## src/rtl/axis_acq_pkg.sv

```systemverilog
// Shared types and constants for the circular-buffer acquisition sequencer.
package axis_acq_pkg;

    localparam int unsigned ACQ_CNT_W      = 16;
    localparam int unsigned HOLDOFF_W      = 16;
    localparam int unsigned RST_CYCLES_MIN = 1;
    localparam int unsigned RST_CYCLES_MAX = 15;
    localparam int unsigned RST_CNT_W      = 4;

    typedef enum logic [2:0] {
        ST_IDLE  = 3'd0,
        ST_RST   = 3'd1,
        ST_PRE   = 3'd2,
        ST_ARMED = 3'd3,
        ST_POST  = 3'd4,
        ST_DONE  = 3'd5
    } acq_state_e;

endpackage

```

## src/rtl/axis_circular_acq_ctrl_trig_edge_sync.sv

```systemverilog
// Optional two-flop trigger synchronizer and rising-edge detector, OR'ed with the software trigger.
module trig_edge_sync #(
    parameter string TRIG_SYNC = "TRUE"
) (
    input  logic aclk,
    input  logic aresetn,
    input  logic trig_in,
    input  logic ctrl_force,
    output logic trig_c
);

    logic trig_s;
    logic hist_q;

    generate
        if (TRIG_SYNC == "TRUE") begin : g_sync
            logic [1:0] sync_q;
            always_ff @(posedge aclk) begin
                if (!aresetn) sync_q <= 2'b00;
                else          sync_q <= {sync_q[0], trig_in};
            end
            assign trig_s = sync_q[1];
        end else begin : g_bypass
            assign trig_s = trig_in;
        end
    endgenerate

    // History tracks every cycle so a level already high never looks like a fresh edge
    always_ff @(posedge aclk) begin
        if (!aresetn) hist_q <= 1'b0;
        else          hist_q <= trig_s;
    end

    assign trig_c = (trig_s & ~hist_q) | ctrl_force;

endmodule

```

## src/rtl/axis_circular_acq_ctrl.sv

```systemverilog
// Arms the packetizer, enforces pre-trigger fill, qualifies the trigger and reports
// completion with the read-out start address.
module axis_circular_acq_ctrl
    import axis_acq_pkg::*;
#(
    parameter int unsigned CNTR_WIDTH = 32,
    parameter string       TRIG_SYNC  = "TRUE",
    parameter int unsigned RST_CYCLES = 2
) (
    input  logic                  aclk,
    input  logic                  aresetn,
    input  logic [CNTR_WIDTH-1:0] cfg_pre,
    input  logic [CNTR_WIDTH-1:0] cfg_post,
    input  logic [CNTR_WIDTH-1:0] cfg_mask,
    input  logic [HOLDOFF_W-1:0]  cfg_holdoff,
    input  logic                  ctrl_arm,
    input  logic                  ctrl_abort,
    input  logic                  ctrl_auto,
    input  logic                  ctrl_force,
    input  logic                  trig_in,
    input  logic                  mon_tvalid,
    input  logic                  mon_tready,
    input  logic                  mon_tlast,
    input  logic [CNTR_WIDTH-1:0] pkt_start_pos,
    output logic                  pkt_aresetn,
    output logic [CNTR_WIDTH-1:0] pkt_cfg_data,
    output logic                  pkt_trigger,
    output logic [2:0]            sts_state,
    output logic                  sts_done,
    output logic [CNTR_WIDTH-1:0] sts_trig_pos,
    output logic [CNTR_WIDTH-1:0] sts_read_start,
    output logic [ACQ_CNT_W-1:0]  sts_acq_count,
    output logic                  irq
);

    localparam int unsigned RST_LEN = (RST_CYCLES < RST_CYCLES_MIN) ? RST_CYCLES_MIN :
                                      (RST_CYCLES > RST_CYCLES_MAX) ? RST_CYCLES_MAX : RST_CYCLES;

    acq_state_e              state_q, state_d;
    logic [RST_CNT_W-1:0]    rst_cnt_q, rst_cnt_d;
    logic [CNTR_WIDTH-1:0]   pre_cnt_q, pre_cnt_d;
    logic [CNTR_WIDTH-1:0]   pre_eff_q, pre_eff_d;
    logic [HOLDOFF_W-1:0]    hold_cnt_q, hold_cnt_d;
    logic [HOLDOFF_W-1:0]    holdoff_q, holdoff_d;
    logic [CNTR_WIDTH-1:0]   cfg_data_d, trig_pos_d, read_start_d;
    logic [ACQ_CNT_W-1:0]    acq_cnt_d;
    logic                    done_d, irq_d, pkt_aresetn_d, pkt_trigger_d;
    logic                    arm_c, beat_c, trig_c;
    logic [CNTR_WIDTH-1:0]   pre_eff_c;

    trig_edge_sync #(.TRIG_SYNC(TRIG_SYNC)) u_trig (
        .aclk       (aclk),
        .aresetn    (aresetn),
        .trig_in    (trig_in),
        .ctrl_force (ctrl_force),
        .trig_c     (trig_c)
    );

    assign beat_c    = mon_tvalid & mon_tready;
    assign pre_eff_c = (cfg_pre < cfg_mask) ? cfg_pre : cfg_mask;
    assign sts_state = state_q;

    // Next-state and registered-output values
    always_comb begin
        state_d      = state_q;
        rst_cnt_d    = rst_cnt_q;
        pre_cnt_d    = pre_cnt_q;
        pre_eff_d    = pre_eff_q;
        hold_cnt_d   = hold_cnt_q;
        holdoff_d    = holdoff_q;
        cfg_data_d   = pkt_cfg_data;
        done_d       = sts_done;
        trig_pos_d   = sts_trig_pos;
        read_start_d = sts_read_start;
        acq_cnt_d    = sts_acq_count;
        irq_d        = 1'b0;
        arm_c        = 1'b0;

        if (ctrl_abort) begin
            state_d = ST_IDLE;
        end else begin
            case (state_q)
                ST_IDLE: arm_c = ctrl_arm;
                ST_RST: begin
                    if (rst_cnt_q == RST_CNT_W'(RST_LEN - 1))
                        state_d = (pre_eff_q == '0) ? ST_ARMED : ST_PRE;
                    else
                        rst_cnt_d = rst_cnt_q + RST_CNT_W'(1);
                end
                ST_PRE: begin
                    if (pre_cnt_q == pre_eff_q) state_d   = ST_ARMED;
                    else if (beat_c)            pre_cnt_d = pre_cnt_q + CNTR_WIDTH'(1);
                end
                ST_ARMED: if (trig_c) state_d = ST_POST;
                ST_POST: begin
                    if (beat_c && mon_tlast) begin
                        state_d      = ST_DONE;
                        trig_pos_d   = pkt_start_pos;
                        read_start_d = (pkt_start_pos - pre_eff_q) & cfg_mask;
                        done_d       = 1'b1;
                        irq_d        = 1'b1;
                        acq_cnt_d    = sts_acq_count + ACQ_CNT_W'(1);
                        hold_cnt_d   = '0;
                    end
                end
                ST_DONE: begin
                    if (ctrl_arm)                      arm_c      = 1'b1;
                    else if (ctrl_auto) begin
                        if (hold_cnt_q == holdoff_q)   arm_c      = 1'b1;
                        else                           hold_cnt_d = hold_cnt_q + HOLDOFF_W'(1);
                    end
                end
                default: state_d = ST_IDLE;
            endcase

            // Manual and automatic arm share the same configuration latch
            if (arm_c) begin
                state_d    = ST_RST;
                cfg_data_d = cfg_post;
                pre_eff_d  = pre_eff_c;
                holdoff_d  = cfg_holdoff;
                done_d     = 1'b0;
                rst_cnt_d  = '0;
                pre_cnt_d  = '0;
            end
        end

        pkt_aresetn_d = state_d inside {ST_PRE, ST_ARMED, ST_POST, ST_DONE};
        pkt_trigger_d = state_d inside {ST_POST, ST_DONE};
    end

    always_ff @(posedge aclk) begin
        if (!aresetn) begin
            state_q        <= ST_IDLE;
            rst_cnt_q      <= '0;
            pre_cnt_q      <= '0;
            pre_eff_q      <= '0;
            hold_cnt_q     <= '0;
            holdoff_q      <= '0;
            pkt_cfg_data   <= '0;
            sts_done       <= 1'b0;
            sts_trig_pos   <= '0;
            sts_read_start <= '0;
            sts_acq_count  <= '0;
            irq            <= 1'b0;
            pkt_aresetn    <= 1'b0;
            pkt_trigger    <= 1'b0;
        end else begin
            state_q        <= state_d;
            rst_cnt_q      <= rst_cnt_d;
            pre_cnt_q      <= pre_cnt_d;
            pre_eff_q      <= pre_eff_d;
            hold_cnt_q     <= hold_cnt_d;
            holdoff_q      <= holdoff_d;
            pkt_cfg_data   <= cfg_data_d;
            sts_done       <= done_d;
            sts_trig_pos   <= trig_pos_d;
            sts_read_start <= read_start_d;
            sts_acq_count  <= acq_cnt_d;
            irq            <= irq_d;
            pkt_aresetn    <= pkt_aresetn_d;
            pkt_trigger    <= pkt_trigger_d;
        end
    end

endmodule

```

## config.mk

```make
export PLATFORM = sky130hd
export DESIGN_NAME = axis_circular_acq_ctrl
export DESIGN_NICKNAME = d
export VERILOG_FILES = /design/src/rtl/axis_acq_pkg.sv /design/src/rtl/axis_circular_acq_ctrl_trig_edge_sync.sv /design/src/rtl/axis_circular_acq_ctrl.sv
export SDC_FILE = /design/constraint.sdc
export NUM_CORES = 1
export LEC_CHECK = 0
export CAP_MARGIN = 20
export CORE_UTILIZATION = 40
export CTS_CLUSTER_DIAMETER = 60
export CTS_CLUSTER_SIZE = 16
export DETAILED_ROUTE_END_ITERATION = 8
export GPL_ROUTABILITY_DRIVEN = 1
export GPL_TIMING_DRIVEN = 0
export HOLD_SLACK_MARGIN = 0.1
export PLACE_DENSITY = 0.66
export SETUP_SLACK_MARGIN = 0.05
export SYNTH_ARGS = -nofsm -noshare
export SYNTH_HDL_FRONTEND = slang
export SYNTH_SLANG_ARGS = --single-unit
export TNS_END_PERCENT = 5
```

## constraint.sdc

```tcl
create_clock -name aclk -period 3.05 [get_ports aclk]
set_input_delay 0.7625 -clock aclk [delete_from_list [all_inputs] [get_ports aclk]]
set_output_delay 0.7625 -clock aclk [all_outputs]
set_load 0.02 [all_outputs]
```

# After elaboration in Yosys (flattened, before gate mapping)

Index checks and enable logic that the tools add are counted.

Bitwise logic cells: 8
Equal/unequal tests: 18
Multiplexer cells: 30
$add $sub $neg: 5
Reduce and logical (&&, ||, !) cells: 19
Multipliers: 0
Shift-type cells: 0
Divide/modulo/power cells: 0
Magnitude comparators: 1

Operators by type and width:

| operator                                                                | number |
|---|---|
| 32-bit two-way mux                                                      | 5 |
| 16-bit two-way mux                                                      | 4 |
| 16-bit by 1-bit adder with 16-bit output, second input constant         | 2 |
| 32-bit by 1-bit adder with 32-bit output, second input constant         | 1 |
| 32-bit AND                                                              | 1 |
| 32-bit == test                                                          | 1 |
| 32-bit logical NOT                                                      | 1 |
| 32-bit < comparator                                                     | 1 |
| 16-bit case mux with 2 select lines                                     | 1 |
| 32-bit subtractor                                                       | 1 |
| 3-bit two-way mux                                                       | 6 |
| 16-bit == test                                                          | 1 |
| 3-bit case mux with 5 select lines                                      | 1 |
| 2-bit nonzero test                                                      | 7 |
| 3-bit by 2-bit == test with 1-bit output, second input constant         | 4 |
| 3-bit == test, second input constant                                    | 4 |
| 4-bit two-way mux                                                       | 3 |
| 1-bit two-way mux                                                       | 9 |
| 3-bit AND reduction                                                     | 3 |
| 2-bit inequality test, second input constant                            | 4 |
| 6-bit AND reduction                                                     | 1 |
| 4-bit by 1-bit adder with 4-bit output, second input constant           | 1 |
| 4-bit by 1-bit == test with 1-bit output, second input constant         | 1 |
| 2-bit by 1-bit inequality test with 1-bit output, second input constant | 2 |
| 12 further kinds                                                        | 16 |

Bits in writable memories: 0
Memories: 0
Logic and storage cells: 97
Bits in latches: 0
ROM bits: 0
Bits in registers: 222

# Depth between registers and ports, before layout

Gate-level depths: netlist of the first run.

Word-level depth: 10
Gate-level depth with buffers: 12
Depth with buffers taken out: 12

# Hierarchy

Synthesis of the first run repeated with hierarchy kept, for this count alone.

Cell total of the unflattened synthesis: 1470
Area, all modules: 11898.9 µm²

By module, submodules not included:

| module                 | cells an instance | instances | area each (µm²) |
|---|---|---|---|
| axis_circular_acq_ctrl | 1462              | 1         | 11808.8 |
| trig_edge_sync         | 8                 | 1         | 90.1 |

# Worst setup path after synthesis of the first run

OpenSTA, ideal clock, no wires.

Kind: input-to-reg
Start point: input pkt_start_pos[0]
End point: register sts_read_start[30]
Stages on the path: 12
Path buffers: 0
Data arrival time: 3.069 ns
Setup slack: -0.098 ns
Data required time: 2.971 ns
Setup time: 0.079 ns
Cells stage by stage: inv_1 > ha_1 > inv_1 > fa_1 > a211oi_1 > o21bai_1 > o2111ai_1 > a31oi_1 > o41ai_2 > o21ai_0 > or3_1 > o211ai_1

Cells in the longest elaborated chain, start to end: 2

Ends and longest elaborated chain:

| item                   | line                          | RTL |
|---|---|---|
| start: declaration     | axis_circular_acq_ctrl.sv:24  | `input logic [CNTR_WIDTH-1:0] pkt_start_pos,` |
| 32-bit subtractor      | axis_circular_acq_ctrl.sv:99  | `read_start_d = (pkt_start_pos - pre_eff_q) & cfg_mask;` |
| 32-bit AND             | axis_circular_acq_ctrl.sv:99  |  |
| end signal: assignment | axis_circular_acq_ctrl.sv:158 | `sts_read_start <= read_start_d;` |
| end: declaration       | axis_circular_acq_ctrl.sv:31  | `output logic [CNTR_WIDTH-1:0] sts_read_start,` |

No other way between the ends.
A chain may end at the register's enable or synchronous reset.

# Worst setup path after layout of the first run

Start point: input cfg_mask[24]
End point: register pre_eff_q[21]

Cells in the longest elaborated chain, start to end: 2

Ends and longest elaborated chain:

| item                   | line                          | RTL |
|---|---|---|
| start: declaration     | axis_circular_acq_ctrl.sv:14  | `input logic [CNTR_WIDTH-1:0] cfg_mask,` |
| 32-bit < comparator    | axis_circular_acq_ctrl.sv:60  | `assign pre_eff_c = (cfg_pre < cfg_mask) ? cfg_pre : cfg_mask;` |
| 32-bit two-way mux     | axis_circular_acq_ctrl.sv:60  |  |
| end signal: assignment | axis_circular_acq_ctrl.sv:152 | `pre_eff_q <= pre_eff_d;` |
| end: declaration       | axis_circular_acq_ctrl.sv:42  | `logic [CNTR_WIDTH-1:0] pre_eff_q, pre_eff_d;` |

No other way between the ends.

==> flow_metrics.tcl, run 1 <==
set metrics [dict create \
    final_cell_area_mm2 0.0165 \
    finalHoldViolations 0 \
    netlist_instances 1479 \
    slowest_stage "clkdlybuf4s50_1" \
    numPortBuffers 270 \
    reg2reg_to "sts_read_start[30]$_SDFFE_PN0P_" \
    gp_congestion 0.945 \
    ant_nets 0 \
    skew_ns 0.0144 \
    clk_latency_ns 0.54 \
    p_sw_mw 2.30 \
    cts_buffers 26 \
    whs_endpoint "u_trig.g_sync.sync_q[1]$_SDFF_PN0_" \
    wire_per_inst_um 19.8 \
    core_area_mm2 0.0290 \
    seqPwrFrac 0.393 \
    yosys-top-cells-area "dfxtp_1 37%, nand2_1 7.7%, a21oi_1 7.1%, ha_1 7.0%, xnor2_1 5.9%" \
    rsz0062_at_grt "yes" \
    yosysTopAreaCell "dfxtp_1" \
    synth_enable_flop_cells 0 \
    clockPowerShare 0.419 \
    holdBufCountCts 0 \
    async_reset_ff_frac 0 \
    viasPerCell 5.51 \
    critPathMostFrequentCell "a21o_1" \
    dp_hpwl_um 33300 \
    worst_hold_path_type "reg2reg" \
    synthTopCellsByCount "244 x nand2_1, 222 x dfxtp_1, 170 x a21oi_1, 88 x inv_1, 82 x nor2_1" \
    drive_above_1_share 0.0862 \
    drt_first_pass_iters 7 \
    p_comb_frac 0.189 \
    vias 12102 \
    grt_usage 0.275 \
    report.final.setup_viol 0 \
    overflow 0 \
    power.internal_mw 5.42 \
    p_leak_nw 6.39 \
    cts-htree-levels 1 \
    synth_cell_types 68 \
    dpl_cell_area_mm2 0.0151 \
    crit-reg2reg-launch "pre_eff_q[0]$_SDFFE_PN0P_" \
    syn_avg_cell_area_um2 8.06 \
    yosys_register_bits 222 \
    slew_violations 0 \
    drv_cap 0 \
    post-route-period-util 0.986 \
    drcViolationCount 0 \
    reg2regPathDepth 12 \
    critPathMaxFanout 10 \
    die_h_um 175 \
    syn-num-nets 1701 \
    die_area_mm2 0.0305 \
    drt_iter0_drc 880 \
    final_core_util 0.570 \
    antenna_found_initial 3 \
    pin_count 273 \
    yosysWarnings 0 \
    yosysSeqAreaShare 0.373 \
    synth.most_common_cell "nand2_1" \
    rows 62 \
    die_x_um 175 \
    peakVddDrop_mv 0.355 \
    post-route-min-period_ns 3.01 \
    status "complete, no violations" \
    cts_sinks 222 \
    critPathRequiredTime_ns 3.47 \
    path_class "in2reg" \
    ys.flop_type "dfxtp_1" \
    clock.fmax_ghz 0.332 \
    fin_nets 2014 \
    startpoint_type "input port" \
    cts_max_path_buffers 3 \
    cts_root_buffer "clkbuf_16" \
    clkTransAtPathRegs_ns 0.07 \
    synth_top_area_frac 0.373 \
    swShare 0.298 \
    cts_tree "built" \
    crit_path_end_kind "register" \
    critPathArrivalTime_ns 3.43 \
    netlist_area_mm2 0.0119 \
    grt_max_degree 17 \
    tightest_slew_ns 0.967 \
    slew_headroom 0.355 \
    critical-path-max-stage-delay_ns 0.54 \
    grt_pass1_vias 11595 \
    hold_depth 1 \
    synthToLayoutAreaGrowth_pct 38.7 \
    start_util 0.411 \
    min-delay-start "u_trig.g_sync.sync_q[0]$_SDFF_PN0_" \
    r2r_setup_slack_ns 0.12 \
    wl_um 43400 \
    grt_pass1_wl_um 65700 \
    p_per_area_mw_per_mm2 467 \
    crit_chain "clkdlybuf4s50_1 > inv_1 > ha_1 > a21o_1 > a21o_1 > a21oi_4 > o211ai_1 > a21oi_2 > o21a_4 > buf_8 > a21oi_1 > o311a_1" \
]
flip-flops by register name (all words and copies together), names as in the netlist, 2 cells and up:
register              cells
pkt_cfg_data             32
pre_cnt_q                32
pre_eff_q                32
sts_read_start           32
sts_trig_pos             32
hold_cnt_q               16
holdoff_q                16
sts_acq_count            16
rst_cnt_q                 4
sts_state                 3
u_trig.g_sync.sync_q      2
power groups by stage:
stage	sequential, mW	combinational [mW]	clock (mW)
finish	3.03	1.46	3.23
detailed placement	3.09	1.29	0
global placement	3.09	1.28	0
CTS	3.03	1.34	3.26
floorplan	3.09	0.747	0
global route	3.03	1.57	3.39
worst max-delay path, delay by kind of cell:
family          cells  cell delay, ns
compound gates      8            1.68
buf+inv             3            0.78
fa+ha+maj           1            0.18
layer usage:
metal / share of wire / global-route usage / routed length [µm]
met2: 0.45 / 0.434 / 19400
met5: 0.00030 / 0 / 13
met3: 0.080 / 0.0581 / 3470
met1: 0.44 / 0.369 / 19100
met4: 0.034 / 0.0982 / 1480
worst max path at each step:
stage                                start                              end  slack [ns]
after detailed placement      cfg_mask[25]       pre_eff_q[21]$_SDFFE_PN0P_       -1.36
final                         cfg_mask[24]       pre_eff_q[21]$_SDFFE_PN0P_        0.04
after CTS                 pkt_start_pos[0]  sts_read_start[30]$_SDFFE_PN0P_        -0.1
after global routing      pkt_start_pos[0]  sts_read_start[30]$_SDFFE_PN0P_       0.001
after floorplan           pkt_start_pos[0]  sts_read_start[30]$_SDFFE_PN0P_        0.07
after global placement        cfg_mask[25]       pre_eff_q[19]$_SDFFE_PN0P_       -1.34
cell families (layout without fill, tap and decap cells):
group	Yosys count	in the layout	synth area share
other	0	1	0
multiplexers	6	6	0.00514
XOR/XNOR	110	110	0.0808
AO/OA/AOI/OAI	347	348	0.190
AND/OR/NAND/NOR	564	564	0.227
buffers and inverters	162	492	0.0522
adder cells (fa/ha/maj)	68	68	0.0720
flip-flops	222	222	0.373
timing repair:
action / CTS / global route
resized for setup: 40 / 78
setup buffers: 7 / 9
pin swaps: 7 / 15
cloned: 0 / 2
endpoints found under the setup margin: 70 / 121
cells in the final DEF, fill, tap and decap left out, drive strengths merged, types with 3 or more instances in the layout:
cell           count
a21oi            170
o21bai             9
a32o              20
or2                6
a211o              4
mux2i              5
nand4             46
or4                6
xor2              29
dlymetal6s2s      12
or3               22
and2              12
ha                67
o31ai              6
o211ai             9
o311a             30
nor2b             11
nand2            244
nand2b             3
nor3              13
o21a               7
a21o              23
nor4              14
and3              44
o21ai             41
dfxtp            222
buf               37
clkinv             7
nand3b             4
a31oi              3
inv               95
clkdlybuf4s50    258
and4               8
clkbuf            80
nor2              83
nand3             41
xnor2             81
layout make-up:
type                       count  area, µm²
antenna                        1       2.50
buffer                        71        349
timing repair buffer         287       2860
fill                        2687      12500
tap                          384        480
sequential                   222       4450
inverter                      88        330
clock inverter                17        191
clock buffer                  29        693
multi-input combinational   1096       7190
stage by stage:
step	setup TNS, ns	power [mW]	instances	worst slack, ns	hold WS [ns]
floorplan	0	3.84	1479	0.0750	0.412
global placement	-90.53	4.37	2133	-1.34	0.420
detailed placement	-95.37	4.39	2133	-1.36	0.424
CTS	-0.204	7.63	2184	-0.0958	0.451
global route	0	8.00	2195	0.00100	0.465
finish	0	7.72	2195	0.0416	0.451
Note: power is estimated with default switching activity, not from simulation.
==> inputs of run 2 (changes only) <==
- clock period: 3.05 -> 2.69 ns (I/O delays scaled with it)
==> run 2 against run 1 <==
The flow now finishes with violations (setup timing). Combinational power grew 21%. Register-to-register slack lost 0.24 ns. Clock skew grew 0.014 ns. Critical path depth shrank 2. Non-clock buffer count grew 15. Cell count grew 0.55%. Sequential share of layout area shrank 0.69 points. Utilization grew 1.9 points. Die area is the same. Flip-flop and latch count is the same. Worst hold slack lost 0.032 ns. Global-route usage grew 0.11 points. Critical path type is now reg2reg.
==> flow_metrics.tcl, run 2 (same netlist as run 1, synthesis figures left out) <==
set metrics [dict create \
    die_h_um 175 \
    gp_congestion 0.915 \
    antenna_found_initial 3 \
    wire_per_inst_um 19.8 \
    seq_area_mm2 0.00448 \
    slowest_stage "a2111oi_4" \
    worst_hold_path_type "in2reg" \
    slew_violations 0 \
    cts_max_path_buffers 3 \
    crit_family "compound AO/OA/AOI/OAI gates" \
    post-route-period-util 1.05 \
    clk_latency_ns 0.55 \
    reg2regPathDepth 10 \
    status "finished with violations" \
    worst_slack_ns -0.122 \
    cts_buffers 24 \
    die_area_mm2 0.0305 \
    tightest_slew_ns 0.908 \
    final_core_util 0.590 \
    r2r_setup_slack_ns -0.12 \
    numPortBuffers 270 \
    crit_path_end_kind "register" \
    cts_sinks 222 \
    grt_pass1_wl_um 65900 \
    ant_nets 0 \
    violations "setup timing" \
    skew_ns 0.0280 \
    drv_cap 0 \
    dp_hpwl_um 33300 \
    clkTransAtPathRegs_ns 0.07 \
    fin_nets 2027 \
    clock.fmax_ghz 0.356 \
    peakVddDrop_mv 0.487 \
    critPathMaxFanout 4 \
    multi_input_area_mm2 0.00750 \
    place_ws_ns -1.48 \
    grt_usage 0.276 \
    crit_chain "inv_2 > ha_4 > o21a_1 > o31ai_4 > a21o_1 > a2111oi_4 > o21bai_1 > a211o_1 > a21o_1 > a32o_1" \
    drive_above_1_share 0.131 \
    crit-reg2reg-launch "pre_eff_q[3]$_SDFFE_PN0P_" \
    reg2reg_to "sts_read_start[25]$_SDFFE_PN0P_" \
    viasPerCell 5.54 \
    startpoint "pre_eff_q[3]$_SDFFE_PN0P_" \
    critPathRequiredTime_ns 3.13 \
    mostFrequentLayoutCells "244 x nand2_1, 231 x clkdlybuf4s50_1, 200 x dfxtp_1" \
    report.final.setup_viol 7 \
    core_area_mm2 0.0290 \
    critical-path-max-stage-delay_ns 0.53 \
    slew_headroom 0.395 \
    wl_um 43800 \
    holdBufCountCts 0 \
    final_cell_area_mm2 0.0171 \
    hold_slack_ns 0.419 \
    vias 12234 \
    layout_commonest_cell "nand2_1" \
    p_leak_nw 6.67 \
    critPathArrivalTime_ns 3.26 \
    drcViolationCount 0 \
    cts-htree-levels 1 \
    startpoint_type "register" \
    pin_count 273 \
    overflow 0 \
    synthToLayoutAreaGrowth_pct 43.5 \
    critPathMostFrequentCell "a21o_1" \
    drt_iter0_drc 1008 \
    cts_root_buffer "clkbuf_16" \
    cts_tree "built" \
    dpl_cell_area_mm2 0.0152 \
    drt_first_pass_iters 6 \
    p_per_area_mw_per_mm2 516 \
    path_class "reg2reg" \
    path_depth 10 \
    grt_max_degree 17 \
    p_total_mw 8.83 \
    post-route-min-period_ns 2.81 \
    path_buf_inv 1 \
    rsz0062_at_grt "yes" \
    finalHoldViolations 0 \
    grt_pass1_vias 11653 \
    cp-endpoint "sts_read_start[25]$_SDFFE_PN0P_" \
    rows 62 \
    die_x_um 175 \
    start_util 0.411 \
    num-fill-cells 2635 \
]
-- run 2: timing repair --
item                                   CTS  global route
buffers inserted                        17             9
endpoints found under the hold margin    0             0
pin swaps                               25            34
gates resized for setup                126           145
setup endpoints to repair              188           160
cloned                                   0             5
-- run 2: layout make-up --
| class | count | area share |
|---|---|---|
| Tap cell | 384 | 0.0281 |
| Sequential cell | 222 | 0.262 |
| Clock buffer | 25 | 0.0353 |
| Antenna cell | 2 | 0.000293 |
| Clock inverter | 17 | 0.0154 |
| Multi-Input combinational cell | 1096 | 0.438 |
| Buffer | 72 | 0.0241 |
| Timing Repair Buffer | 301 | 0.176 |
| Inverter | 88 | 0.0202 |
-- run 2: how the worst min path moves through the flow --
stage,startpoint,end,cells after the start
floorplan,u_trig.g_sync.sync_q[0]$_SDFF_PN0_,u_trig.g_sync.sync_q[1]$_SDFF_PN0_,1
global placement,u_trig.g_sync.sync_q[0]$_SDFF_PN0_,u_trig.g_sync.sync_q[1]$_SDFF_PN0_,1
detailed placement,u_trig.g_sync.sync_q[0]$_SDFF_PN0_,u_trig.g_sync.sync_q[1]$_SDFF_PN0_,1
CTS,pkt_start_pos[0],sts_trig_pos[0]$_SDFFE_PN0P_,3
global route,cfg_mask[1],sts_read_start[1]$_SDFFE_PN0P_,2
finish,cfg_mask[1],sts_read_start[1]$_SDFFE_PN0P_,2
-- run 2: routing by layer --
| layer | vias up | track usage | part of all wire |
|---|---|---|---|
| met1 | 5804 | 0.366 | 0.43 |
| li1 | 5891 | - | - |
| met4 | 4 | 0.0975 | 0.038 |
| met2 | 444 | 0.450 | 0.46 |
| met3 | 91 | 0.0490 | 0.068 |
| met5 | - | 0 | 0.00050 |
-- run 2: metrics by stage --
step | TNS [ns] | std cells
after floorplan | -2.04 | 1479
after global placement | -135.39 | 2133
after detailed placement | -139.36 | 2134
after CTS | -4.72 | 2191
after global routing | -1.35 | 2206
final | -0.405 | 2207
-- run 2: where the power goes --
| group | switching (mW) | internal, mW |
|---|---|---|
| Clock | 1.55 | 2.09 |
| Combinational | 0.935 | 0.829 |
| Sequential | 0.0725 | 3.36 |
| Total | 2.56 | 6.27 |
